## src/rtl/modbus_loopback_pkg.sv

```systemverilog
// Modbus loopback FIFO shared package.
// Default parameters and frame FSM state encoding.
package modbus_loopback_pkg;

  localparam int DEF_DATA_W     = 8;
  localparam int DEF_DEPTH      = 16;
  localparam int DEF_GAP_CYCLES = 35;
  localparam int DEF_CNT_W      = 16;

  typedef enum logic {
    IDLE   = 1'b0,
    ACTIVE = 1'b1
  } frame_state_t;

endpackage

```

## src/rtl/modbus_gap_timer.sv

```systemverilog
// Inter-character gap timer and frame FSM.
// Closes a frame after GAP_CYCLES idle cycles.
module modbus_gap_timer
  import modbus_loopback_pkg::*;
#(
  parameter int GAP_CYCLES = DEF_GAP_CYCLES,
  parameter int CNT_W      = DEF_CNT_W
) (
  input  logic             clk,
  input  logic             reset,
  input  logic             i_wr_ok,
  output logic             o_frame_done,
  output logic [CNT_W-1:0] o_frame_len
);

  localparam int GW = $clog2(GAP_CYCLES + 1);
  localparam logic [GW-1:0] GAP_LAST = GW'(GAP_CYCLES - 1);

  frame_state_t     r_state;
  logic [GW-1:0]    r_gap;
  logic [CNT_W-1:0] r_acc;
  logic             r_done;
  logic [CNT_W-1:0] r_len;

  // Frame FSM: count bytes while active, close frame on a full gap.
  always_ff @(posedge clk or posedge reset) begin
    if (reset) begin
      r_state <= IDLE;
      r_gap   <= '0;
      r_acc   <= '0;
      r_done  <= 1'b0;
      r_len   <= '0;
    end else begin
      r_done <= 1'b0;
      unique case (r_state)
        IDLE: begin
          if (i_wr_ok) begin
            r_state <= ACTIVE;
            r_acc   <= {{(CNT_W-1){1'b0}}, 1'b1};
            r_gap   <= '0;
          end
        end
        ACTIVE: begin
          if (i_wr_ok) begin
            if (r_acc != '1)
              r_acc <= r_acc + 1'b1;
            r_gap <= '0;
          end else begin
            r_gap <= r_gap + 1'b1;
            if (r_gap == GAP_LAST) begin
              r_done  <= 1'b1;
              r_len   <= r_acc;
              r_state <= IDLE;
            end
          end
        end
        default: r_state <= IDLE;
      endcase
    end
  end

  assign o_frame_done = r_done;
  assign o_frame_len  = r_len;

endmodule

```

## src/rtl/modbus_loopback_fifo.sv

```systemverilog
// Modbus loopback FIFO with frame gap detection
// and byte/overflow statistics.
module modbus_loopback_fifo
  import modbus_loopback_pkg::*;
#(
  parameter int DATA_W     = DEF_DATA_W,
  parameter int DEPTH      = DEF_DEPTH,
  parameter int GAP_CYCLES = DEF_GAP_CYCLES,
  parameter int CNT_W      = DEF_CNT_W
) (
  input  logic                     clk,
  input  logic                     reset,
  input  logic                     tx_enable,
  input  logic [DATA_W-1:0]        tx_data,
  input  logic                     rx_enable,
  output logic [DATA_W-1:0]        rx_data,
  output logic                     rx_valid,
  output logic [$clog2(DEPTH):0]   level,
  output logic                     frame_done,
  output logic [CNT_W-1:0]         frame_len,
  output logic [CNT_W-1:0]         byte_count,
  output logic [CNT_W-1:0]         overflow_count
);

  localparam int AW = $clog2(DEPTH);
  localparam int LW = AW + 1;
  localparam logic [LW-1:0] FULL_LVL = LW'(DEPTH);

  logic [DATA_W-1:0] r_mem [DEPTH];
  logic [AW-1:0]     r_wptr;
  logic [AW-1:0]     r_rptr;
  logic [LW-1:0]     r_level;
  logic [DATA_W-1:0] r_rx_data;
  logic              r_rx_valid;
  logic [CNT_W-1:0]  r_bytes;
  logic [CNT_W-1:0]  r_ovf;

  logic w_full;
  logic w_empty;
  logic w_wr_ok;
  logic w_rd_ok;
  logic w_wr_drop;

  // Accept decisions use the pre-edge level only.
  assign w_full    = (r_level == FULL_LVL);
  assign w_empty   = (r_level == '0);
  assign w_wr_ok   = tx_enable & ~w_full;
  assign w_rd_ok   = rx_enable & ~w_empty;
  assign w_wr_drop = tx_enable & w_full;

  // Storage array; contents need no reset.
  always_ff @(posedge clk) begin
    if (w_wr_ok)
      r_mem[r_wptr] <= tx_data;
  end

  // Pointers and occupancy.
  always_ff @(posedge clk or posedge reset) begin
    if (reset) begin
      r_wptr  <= '0;
      r_rptr  <= '0;
      r_level <= '0;
    end else begin
      if (w_wr_ok)
        r_wptr <= r_wptr + 1'b1;
      if (w_rd_ok)
        r_rptr <= r_rptr + 1'b1;
      if (w_wr_ok && !w_rd_ok)
        r_level <= r_level + 1'b1;
      else if (w_rd_ok && !w_wr_ok)
        r_level <= r_level - 1'b1;
    end
  end

  // Registered read port, zero when no read was accepted.
  always_ff @(posedge clk or posedge reset) begin
    if (reset) begin
      r_rx_data  <= '0;
      r_rx_valid <= 1'b0;
    end else begin
      r_rx_valid <= w_rd_ok;
      r_rx_data  <= w_rd_ok ? r_mem[r_rptr] : '0;
    end
  end

  // Statistics: wrapping byte count, saturating overflow count.
  always_ff @(posedge clk or posedge reset) begin
    if (reset) begin
      r_bytes <= '0;
      r_ovf   <= '0;
    end else begin
      if (w_wr_ok)
        r_bytes <= r_bytes + 1'b1;
      if (w_wr_drop && r_ovf != '1)
        r_ovf <= r_ovf + 1'b1;
    end
  end

  modbus_gap_timer #(
    .GAP_CYCLES (GAP_CYCLES),
    .CNT_W      (CNT_W)
  ) u_gap (
    .clk          (clk),
    .reset        (reset),
    .i_wr_ok      (w_wr_ok),
    .o_frame_done (frame_done),
    .o_frame_len  (frame_len)
  );

  assign rx_data        = r_rx_data;
  assign rx_valid       = r_rx_valid;
  assign level          = r_level;
  assign byte_count     = r_bytes;
  assign overflow_count = r_ovf;

endmodule

```

## config.mk

```make
export PLATFORM = sky130hd
export DESIGN_NAME = modbus_loopback_fifo
export DESIGN_NICKNAME = d
export VERILOG_FILES = /design/src/rtl/modbus_loopback_pkg.sv /design/src/rtl/modbus_gap_timer.sv /design/src/rtl/modbus_loopback_fifo.sv
export SDC_FILE = /design/constraint.sdc
export NUM_CORES = 1
export LEC_CHECK = 0
export ABC_AREA = 1
export CAP_MARGIN = 25
export CORE_MARGIN = 2
export CORE_UTILIZATION = 53
export CTS_CLUSTER_DIAMETER = 200
export CTS_CLUSTER_SIZE = 28
export DETAILED_ROUTE_END_ITERATION = 6
export MAX_ROUTING_LAYER = met4
export PLACE_DENSITY = 0.85
export SLEW_MARGIN = 20
export SYNTH_ARGS = -nofsm -noshare
export SYNTH_HDL_FRONTEND = slang
export SYNTH_SLANG_ARGS = --single-unit
```

## constraint.sdc

```tcl
create_clock -name clk -period 2.8 [get_ports clk]
set_input_delay 0.42 -clock clk [delete_from_list [all_inputs] [get_ports clk]]
set_output_delay 0.42 -clock clk [all_outputs]
set_load 0.05 [all_outputs]
```

==> flow_metrics.env, run 1 <==
export IMPL_dr_pass1_iters=5
export IMPL_status="completed"
export IMPL_cts_path_max_buffers=3
export IMPL_portBuffers=74
export IMPL_setup_viol=0
export IMPL_area_growth_pct=12.9
export IMPL_p_leak_nw=5.15
export IMPL_swShare_pct=39.8
export IMPL_antenna_cells=0
export IMPL_antenna_found_initial=0
export IMPL_clockPowerShare_pct=17.7
export IMPL_drc=0
export IMPL_start_kind="flip-flop"
export IMPL_yosys_register_bits=222
export IMPL_ant_nets=0
export IMPL_num_io_pins=75
export IMPL_p_comb_share_pct=38.3
export IMPL_netlist_area_leader_share_pct=37.3
export IMPL_ir_drop_mv=0.436
export IMPL_cts_setup_buffers=0
export IMPL_die_h_um=143
export IMPL_path_class="flip-flop to flip-flop"
export IMPL_synth_edf_count=128
export IMPL_syn_num_nets=1166
export IMPL_async_reset_ff_share_pct=42.3
export IMPL_ys_seq_area_share_pct=60.2
export IMPL_syn_avg_cell_area_sq_um=9.04
export IMPL_drtIter0Drc=679
export IMPL_power_frac_seq_pct=44.0
export IMPL_final_util_pct=61.5
export IMPL_slew_headroom_pct=39.2
export IMPL_p_int_mw=5.80
export IMPL_grt_pass1_wl_um=36700
export IMPL_tns_ns=0
export IMPL_crit_path_end_kind="flip-flop"
export IMPL_fp_row_count=50
export IMPL_cts_sinks=222
export IMPL_nets=1234
export IMPL_ff2ff_setup_slack_ns=0.48
export IMPL_p_sw_mw=3.83
export IMPL_cts_root_buf="clkbuf_16"
export IMPL_p_per_area_nw_per_um2=828
export IMPL_synth_top_area_cell="edfxtp_1"
export IMPL_clock_latency_ns=0.46
export IMPL_arrival_ns=2.72
export IMPL_cts_buffers=11
export IMPL_dieArea_sq_um=20600
export IMPL_yosysWarnings=0
export IMPL_fp_dieW_um=143
export IMPL_grtUsageTotal_pct=23.1
export IMPL_worst_slack_ns=0.481
export IMPL_mostFrequentLayoutCell="nand2_1"
export IMPL_overflow=0
export IMPL_hpwl_um=15100
export IMPL_crit_fanout=5
export IMPL_grt_max_degree=95
export IMPL_core_area_sq_um=18900
export IMPL_path_clk_slew_ns=0.11
export IMPL_h_tree_depth=1
export IMPL_ys_flop_type="edfxtp_1"
export IMPL_min_path_type="input pin to asynchronous set/reset pin"
export IMPL_post_route_period_util_pct=82.8
export IMPL_wire_per_inst_um=15.4
export IMPL_tightest_slew_ns=0.906
export IMPL_rsz0062_at_grt="no"
export IMPL_netlist_area_sq_um=10300
export IMPL_fin_crit_ns=2.32
export IMPL_drt_wl_total_um=22600
export IMPL_cts_tree="yes"
export IMPL_postCtsHoldBufs=0
export IMPL_via_count=7798
export IMPL_critPathRequiredTime_ns=3.20
export IMPL_hold_viol=0
export IMPL_gp_congestion=0.915
export IMPL_first_global_vias=7382
export IMPL_synth_area_leaders="edfxtp_1 (37%), dfrtp_1 (23%), nand2_1 (16%)"
export IMPL_layout_common_cells="nand2_1 (451), edfxtp_1 (128), inv_1 (105)"
export IMPL_clock_skew_ns=0.0155
export IMPL_initial_core_util_pct=54.5
export IMPL_post_cts_resized=0
export IMPL_routed_via_density=5.30
export IMPL_drive_above_1_share_pct=4.21
export IMPL_cap_viol_max_count=0
export IMPL_max_freq_ghz=0.431
export IMPL_drv_slew=0
export IMPL_syn_inst=1139
export IMPL_pre_cts_ws_ns=0.352
export IMPL_yosysUniqueCellTypes=35
final cells by class:
type / instances / area [sq um]
inverter: 110 / 417
tap: 260 / 325
multi-input combinational: 767 / 3470
sequential: 222 / 6200
clock buffer: 16 / 294
clock inverter: 1 / 3.75
fill: 1540 / 7270
timing repair buffer: 95 / 923
registers in the layout, summed over array words and instances (netlist names):
register and cells:
byte_count 16, level 5, overflow_count 16, r_mem 128, r_rptr 4, r_wptr 4
rx_data 8, rx_valid 1, u_gap.o_frame_done 1, u_gap.o_frame_len 16, u_gap.r_acc 16, u_gap.r_gap 6
u_gap.r_state 1
synthesized netlist by cell type (2+ instances only):
library cell  number
a21oi_1            3
buf_1              4
buf_2             19
buf_4              3
buf_6              3
clkbuf_1          10
dfrtp_1           94
edfxtp_1         128
ha_1              14
inv_1            107
inv_2              2
nand2_1          451
nand2_2            5
nand3_1           78
nand3_2            2
nand3b_1           2
nand4_1           12
nor2_1            86
nor2_2             3
nor3_1            12
o21ai_0           57
o21ai_1            4
or2_2              2
xnor2_1            9
xor2_1            19
critical path, stage by stage (launching register included):
cell	delay (ns)
dfrtp_1	0.45
nor2_1	0.18
nand4_1	0.13
nand2_1	0.16
inv_2	0.08
ha_1	0.23
inv_1	0.14
ha_1	0.29
nand2_1	0.11
nand2_1	0.06
a21oi_1	0.15
xor2_1	0.16
nand2_1	0.06
nand2_1	0.05
cells by family after synthesis:
| group | count (synthesis) | share of synthesized area, % |
|---|---|---|
| simple gates | 657 | 26.1 |
| fa+ha+maj | 15 | 1.90 |
| xor+xnor | 28 | 2.38 |
| compound gates | 67 | 3.32 |
| flops | 222 | 60.2 |
| buf+inv | 150 | 6.18 |
per-layer routing:
metal / part of all wire (%) / global-route usage [%]
met1: 40 / 29.3
met2: 50 / 39.4
met3: 7.9 / 3.23
met4: 2.3 / 6.09
met5: 0 / -
worst paths after layout:
path                                             from                         end  depth (start not counted)
worst max-delay path             level[1]$_DFFE_PP0P_        level[4]$_DFFE_PP0P_                         13
worst min-delay path                            reset  u_gap.r_acc[7]$_DFFE_PP0P_                          3
worst max register to register   level[1]$_DFFE_PP0P_        level[4]$_DFFE_PP0P_                         13
worst min register to register  r_rptr[3]$_DFFE_PP0N_       r_rptr[3]$_DFFE_PP0N_                          1
max in group asynchronous                       reset        rx_data[5]$_DFF_PP0_                          3
min in group clk                r_rptr[3]$_DFFE_PP0N_       r_rptr[3]$_DFFE_PP0N_                          1
per-stage QoR:
| step | cells | instance area (sq um) | power, mW | hold WS, ns |
|---|---|---|---|---|
| finish | 1471 | 11600 | 9.63 | 0.390 |
| floorplan | 1139 | 10300 | 6.85 | 0.442 |
| global route | 1471 | 11600 | 10.2 | 0.474 |
| global placement | 1454 | 11300 | 7.82 | 0.481 |
| CTS | 1471 | 11600 | 9.65 | 0.454 |
| detailed placement | 1454 | 11300 | 7.95 | 0.487 |
power by group through the flow:
stage	registers (mW)	clock network, mW	logic, mW
2_1_floorplan	4.78	0	2.07
3_3_place_gp	4.29	0	3.53
3_5_place_dp	4.30	0	3.65
4_1_cts	4.24	1.74	3.67
5_1_grt	4.29	1.85	4.08
6_report	4.24	1.70	3.69
Power figures use the tool's default switching activity.
==> run 2, diff against run 1 <==
CORE_UTILIZATION = 59   (was 53)
PLACE_DENSITY = 0.89   (was 0.85)
clock period = 2.45 ns   (was 2.8 ns; I/O delays follow)
==> run 2 against run 1 <==
Compared with the run above: die area down 9.9%; sequential power increased by 15%; critical path depth is 12 lower.
==> flow_metrics.env, run 2 (synthesis results as in run 1) <==
export IMPL_status="completed"
export IMPL_crit_family="buffers and inverters"
export IMPL_slowest_delay_ns=0.84
export IMPL_setup_viol=0
export IMPL_nets=1251
export IMPL_overflow=0
export IMPL_antenna_found_initial=0
export IMPL_drc=0
export IMPL_hpwl_um=15200
export IMPL_worst_slack_ns=0.318
export IMPL_cp_slowest_cell="clkdlybuf4s50_1"
export IMPL_pre_cts_ws_ns=0.115
export IMPL_hold_viol=0
export IMPL_grt_max_degree=67
export IMPL_cap_viol_max_count=0
export IMPL_dieArea_sq_um=18500
export IMPL_ir_drop_mv=0.828
export IMPL_die_h_um=136
export IMPL_path_class="flip-flop to output pin"
export IMPL_largest_reg_flops=128
export IMPL_dr_pass1_iters=5
export IMPL_crit_path_end_kind="output pin"
export IMPL_mostFrequentLayoutCell="nand2_1"
export IMPL_power_total_mw=11.0
export IMPL_critPathRequiredTime_ns=2.08
export IMPL_p_leak_nw=5.22
export IMPL_first_global_vias=7559
export IMPL_gp_congestion=0.917
export IMPL_cts_tree="yes"
export IMPL_drv_slew=0
export IMPL_cts_root_buf="clkbuf_16"
export IMPL_tns_ns=0
export IMPL_cts_buffers=11
export IMPL_min_path_type="input pin to asynchronous set/reset pin"
export IMPL_drt_wl_total_um=22700
export IMPL_path_clk_slew_ns=0.11
export IMPL_wire_per_inst_um=15.6
export IMPL_via_count=7845
export IMPL_top_register="r_mem"
export IMPL_grt_pass1_wl_um=36500
export IMPL_fp_dieW_um=136
export IMPL_ant_nets=0
export IMPL_placed_cells=1436
export IMPL_drive_above_1_share_pct=6.11
export IMPL_initial_core_util_pct=60.0
export IMPL_clock_skew_ns=0.0149
export IMPL_tightest_slew_ns=0.709
export IMPL_clock_latency_ns=0.46
export IMPL_fin_crit_ns=2.13
export IMPL_arrival_ns=1.76
export IMPL_antenna_cells=0
export IMPL_post_route_period_util_pct=87.0
export IMPL_layout_common_cells="nand2_1 (451), edfxtp_1 (128), inv_1 (104)"
export IMPL_grtUsageTotal_pct=25.8
export IMPL_final_cell_count_no_fill=1453
export IMPL_area_growth_pct=13.8
export IMPL_num_io_pins=75
export IMPL_max_freq_ghz=0.469
export IMPL_fp_row_count=48
export IMPL_start_kind="flip-flop"
export IMPL_routed_via_density=5.40
export IMPL_core_area_sq_um=17200
export IMPL_crit_fanout=5
export IMPL_drtIter0Drc=718
export IMPL_h_tree_depth=1
export IMPL_rsz0062_at_grt="no"
export IMPL_p_per_area_nw_per_um2=943
export IMPL_cp_cell_sequence="clkdlybuf4s50_1"
export IMPL_cts_sinks=222
export IMPL_critPathBufInv=1
export IMPL_portBuffers=74
export IMPL_slew_headroom_pct=52.6
export IMPL_cts_setup_buffers=0
export IMPL_cts_path_max_buffers=3
-- run 2: cell types whose count changed in the layout (fill, tap and decap cells not counted) --
cell | previous run | this run
inv_1 | 105 | 104
dfrtp_2 | 1 | 6
inv_2 | 2 | 3
nor2_1 | 86 | 85
buf_4 | 19 | 36
nor2_2 | 3 | 4
dfrtp_1 | 93 | 88
-- run 2: cell type report --
cell class / count / area (sq um)
clock buffer: 16 / 294
clock inverter: 1 / 3.75
inverter: 110 / 417
sequential: 222 / 6200
fill: 1249 / 5460
timing repair buffer: 112 / 1050
multi-input combinational: 767 / 3470
tap: 225 / 282
-- run 2: worst paths after layout --
check	startpoint	to	slack [ns]	depth (start not counted)
worst min register to register	r_rptr[3]$_DFFE_PP0N_	r_rptr[3]$_DFFE_PP0N_	0.51	1
worst max-delay path	overflow_count[8]$_DFFE_PP0P_	overflow_count[8]	0.32	1
min in group clk	r_rptr[3]$_DFFE_PP0N_	r_rptr[3]$_DFFE_PP0N_	0.51	1
max in group asynchronous	reset	overflow_count[8]$_DFFE_PP0P_	1.68	3
worst max register to register	level[1]$_DFFE_PP0P_	level[4]$_DFFE_PP0P_	0.32	12
worst min-delay path	reset	u_gap.o_frame_len[9]$_DFFE_PP0P_	0.15	2
-- run 2: power by group --
part	switching (mW)	internal, mW
Sequential	0.365	4.49
Clock	1.08	0.846
Combinational	2.94	1.33
Total	4.38	6.66
-- run 2: metrics by stage --
step	util (%)	hold slack, ns	instance area [sq um]
final	68.2	0.148	11700
after global routing	68.2	0.157	11700
after CTS	68.2	0.140	11700
after detailed placement	66.5	0.471	11400
after global placement	66.5	0.455	11400
after floorplan	-	0.442	10300
-- run 2: timing repair --
action / 4_1_cts / 5_1_grt
hold buffers: 0 / 0
setup endpoints to repair: 0 / 1
gates resized for setup: 0 / 2
endpoints found under the hold margin: 0 / 0
-- run 2: metal layers --
metal	wire length (um)	GRT usage (%)
met5	0	-
met2	11200	42.9
met3	1740	3.50
met1	9030	32.8
met4	671	9.03
==> run 3, diff against run 2 <==
CORE_UTILIZATION = 64   (was 59)
DONT_BUFFER_PORTS = 1   (was not set)
PLACE_DENSITY = 0.8   (was 0.89)
SYNTH_HIERARCHICAL = 1   (was not set)
==> run 3 against run 2 <==
Compared with the run above: area after synthesis up 1.8%; combinational power down 11%; core utilization up 2.3 points; largest cell class unchanged; clock power about the same; final cell count down 3.3%; clock skew down 0.0057 ns; highest routed layer unchanged.
==> flow_metrics.env, run 3 <==
export IMPL_layout_common_cells="nand2_1 (390), inv_1 (164), edfxtp_1 (128)"
export IMPL_ir_drop_mv=0.690
export IMPL_p_int_mw=6.44
export IMPL_swShare_pct=40.5
export IMPL_routed_via_density=5.37
export IMPL_h_tree_depth=1
export IMPL_yosysMostFrequentCell="nand2_1"
export IMPL_grtUsageTotal_pct=26.9
export IMPL_synth_top_area_cell="edfxtp_1"
export IMPL_final_util_pct=70.5
export IMPL_netlist_area_leader_share_pct=36.7
export IMPL_synthTopCellsByCount="nand2_1 (391), inv_1 (167), edfxtp_1 (128)"
export IMPL_cts_path_max_buffers=3
export IMPL_drc=0
export IMPL_drv_slew=0
export IMPL_setup_viol=0
export IMPL_top_register="r_mem"
export IMPL_p_per_area_nw_per_um2=963
export IMPL_p_sw_mw=4.38
export IMPL_p_comb_share_pct=35.1
export IMPL_via_count=7539
export IMPL_crit_fanout=6
export IMPL_ff2ff_setup_slack_ns=0.22
export IMPL_antenna_found_initial=0
export IMPL_power_frac_seq_pct=46.9
export IMPL_die_h_um=132
export IMPL_dieArea_sq_um=17400
export IMPL_cts_root_buf="clkbuf_16"
export IMPL_fp_row_count=46
export IMPL_antenna_cells=0
export IMPL_hold_viol=0
export IMPL_num_io_pins=75
export IMPL_slew_headroom_pct=38.9
export IMPL_drt_wl_total_um=22400
export IMPL_gp_congestion=0.867
export IMPL_ys_seq_area_share_pct=59.1
export IMPL_netlist_area_sq_um=10500
export IMPL_syn_avg_cell_area_sq_um=9.04
export IMPL_initial_core_util_pct=65.8
export IMPL_clock_skew_ns=0.00926
export IMPL_cts_sinks=222
export IMPL_grt_max_degree=67
export IMPL_synth_edf_count=128
export IMPL_critPathRequiredTime_ns=2.81
export IMPL_min_path_cells=3
export IMPL_yosysWarnings=6
export IMPL_regToRegStartpoint="level[1]$_DFFE_PP0P_"
export IMPL_tightest_slew_ns=0.913
export IMPL_min_path_type="input pin to flip-flop"
export IMPL_clock_latency_ns=0.47
export IMPL_syn_num_nets=1187
export IMPL_rsz0062_at_grt="no"
export IMPL_portBuffers=0
export IMPL_max_freq_ghz=0.449
export IMPL_dr_pass1_iters=5
export IMPL_cap_viol_max_count=0
export IMPL_wire_per_inst_um=15.9
export IMPL_path_class="flip-flop to flip-flop"
export IMPL_hpwl_um=14400
export IMPL_start_kind="flip-flop"
export IMPL_area_growth_pct=7.17
export IMPL_drive_above_1_share_pct=7.32
export IMPL_ant_nets=0
export IMPL_largest_reg_flops=128
export IMPL_grt_pass1_wl_um=36500
export IMPL_drtIter0Drc=733
export IMPL_ys_flop_type="edfxtp_1"
export IMPL_crit_path_end_kind="flip-flop"
export IMPL_post_route_period_util_pct=90.8
export IMPL_min_from="rx_enable"
export IMPL_synth_area_leaders="edfxtp_1 (37%), dfrtp_1 (22%), nand2_1 (14%)"
export IMPL_fp_dieW_um=132
export IMPL_ff2ff_path_depth=12
export IMPL_async_reset_ff_share_pct=42.3
export IMPL_yosysUniqueCellTypes=36
export IMPL_clockPowerShare_pct=18.0
export IMPL_first_global_vias=7232
export IMPL_overflow=0
export IMPL_nets=1212
export IMPL_tns_ns=0
export IMPL_cts_tree="yes"
export IMPL_mostFrequentLayoutCell="nand2_1"
export IMPL_p_leak_nw=5.13
export IMPL_final_cell_count_no_fill=1405
export IMPL_crit_start="level[1]$_DFFE_PP0P_"
export IMPL_cts_buffers=11
export IMPL_path_clk_slew_ns=0.11
export IMPL_fin_crit_ns=2.23
export IMPL_arrival_ns=2.58
export IMPL_yosys_register_bits=222
export IMPL_status="completed"
export IMPL_core_area_sq_um=15900
export IMPL_placed_cells=1379
export IMPL_syn_inst=1160
[run 3: cell count changes after synthesis, moves of 5 or more]
cell      delta
o21ai_0     -34
clkbuf_1     -5
a21oi_1     +10
o21ai_1      +6
nor2_1      -12
nand2_1     -60
inv_1       +60
nand3_1     +43
[run 3: layout make-up]
| type | instances | area (sq um) |
|---|---|---|
| tap | 216 | 270 |
| timing repair buffer | 50 | 410 |
| sequential | 222 | 6200 |
| inverter | 173 | 651 |
| clock inverter | 1 | 3.75 |
| multi-input combinational | 727 | 3400 |
| clock buffer | 16 | 294 |
| fill | 1220 | 4710 |
[run 3: critical path, stage by stage (launching register included)]
cell and delay [ns]:
dfrtp_2 0.41, nor2_1 0.14, nand4_1 0.15, nand2_2 0.11
clkinv_2 0.10, ha_2 0.22, inv_2 0.09, ha_1 0.26
nand3_1 0.11, nand3_1 0.10, or2_2 0.29, nand3_1 0.06
o21ai_0 0.08
[run 3: repair_timing]
action,4_1_cts,5_1_grt
endpoints found under the setup margin,0,1
buffers inserted,0,0
resized for setup,0,3
hold endpoints to repair,184,0
hold buffers,9,0
[run 3: logic make-up after synthesis]
logic type | after synthesis | synth area share, %
simple gates | 627 | 25.0
flops | 222 | 59.1
buf+inv | 211 | 8.49
compound gates | 51 | 2.66
xor+xnor | 34 | 2.91
fa+ha+maj | 15 | 1.86
[run 3: stage by stage]
| stage | cell area, sq um | power [mW] | setup slack, ns | hold slack, ns |
|---|---|---|---|---|
| final | 11200 | 10.8 | 0.225 | 0.221 |
| after global routing | 11200 | 11.5 | 0.0639 | 0.217 |
| after CTS | 11200 | 10.8 | 0.0838 | 0.209 |
| after detailed placement | 10800 | 8.82 | 0.103 | 0.415 |
| after global placement | 10800 | 8.69 | 0.258 | 0.418 |
| after floorplan | 10500 | 7.83 | 0.0196 | 0.442 |
[run 3: power by group through the flow]
stage                     sequential, mW  combinational [mW]  clock (mW)
after floorplan                     5.47                2.37           0
after global placement              5.12                3.57           0
after detailed placement            5.15                3.67           0
after CTS                           5.07                3.77        1.99
after global routing                5.12                4.22        2.12
final                               5.07                3.80        1.95
[run 3: path summary, 6_finish.rpt]
check                                              to
setup / recovery                 level[3]$_DFFE_PP0P_
hold / removal                  r_rptr[0]$_DFFE_PP0N_
setup reg to reg                 level[3]$_DFFE_PP0P_
hold reg to reg                 r_rptr[3]$_DFFE_PP0N_
max in group asynchronous       r_rptr[0]$_DFFE_PP0N_
min in group asynchronous  u_gap/r_gap[1]$_DFFE_PP0P_
[run 3: routing by layer]
| layer | routed length, um | vias up | track usage, % | part of all wire (%) |
|---|---|---|---|---|
| met2 | 11300 | 256 | 45.7 | 51 |
| met5 | 0 | - | - | 0 |
| met3 | 1480 | 41 | 4.38 | 6.6 |
| met1 | 9030 | 3532 | 33.7 | 40 |
| met4 | 546 | 0 | 7.79 | 2.4 |
| li1 | - | 3710 | - | - |
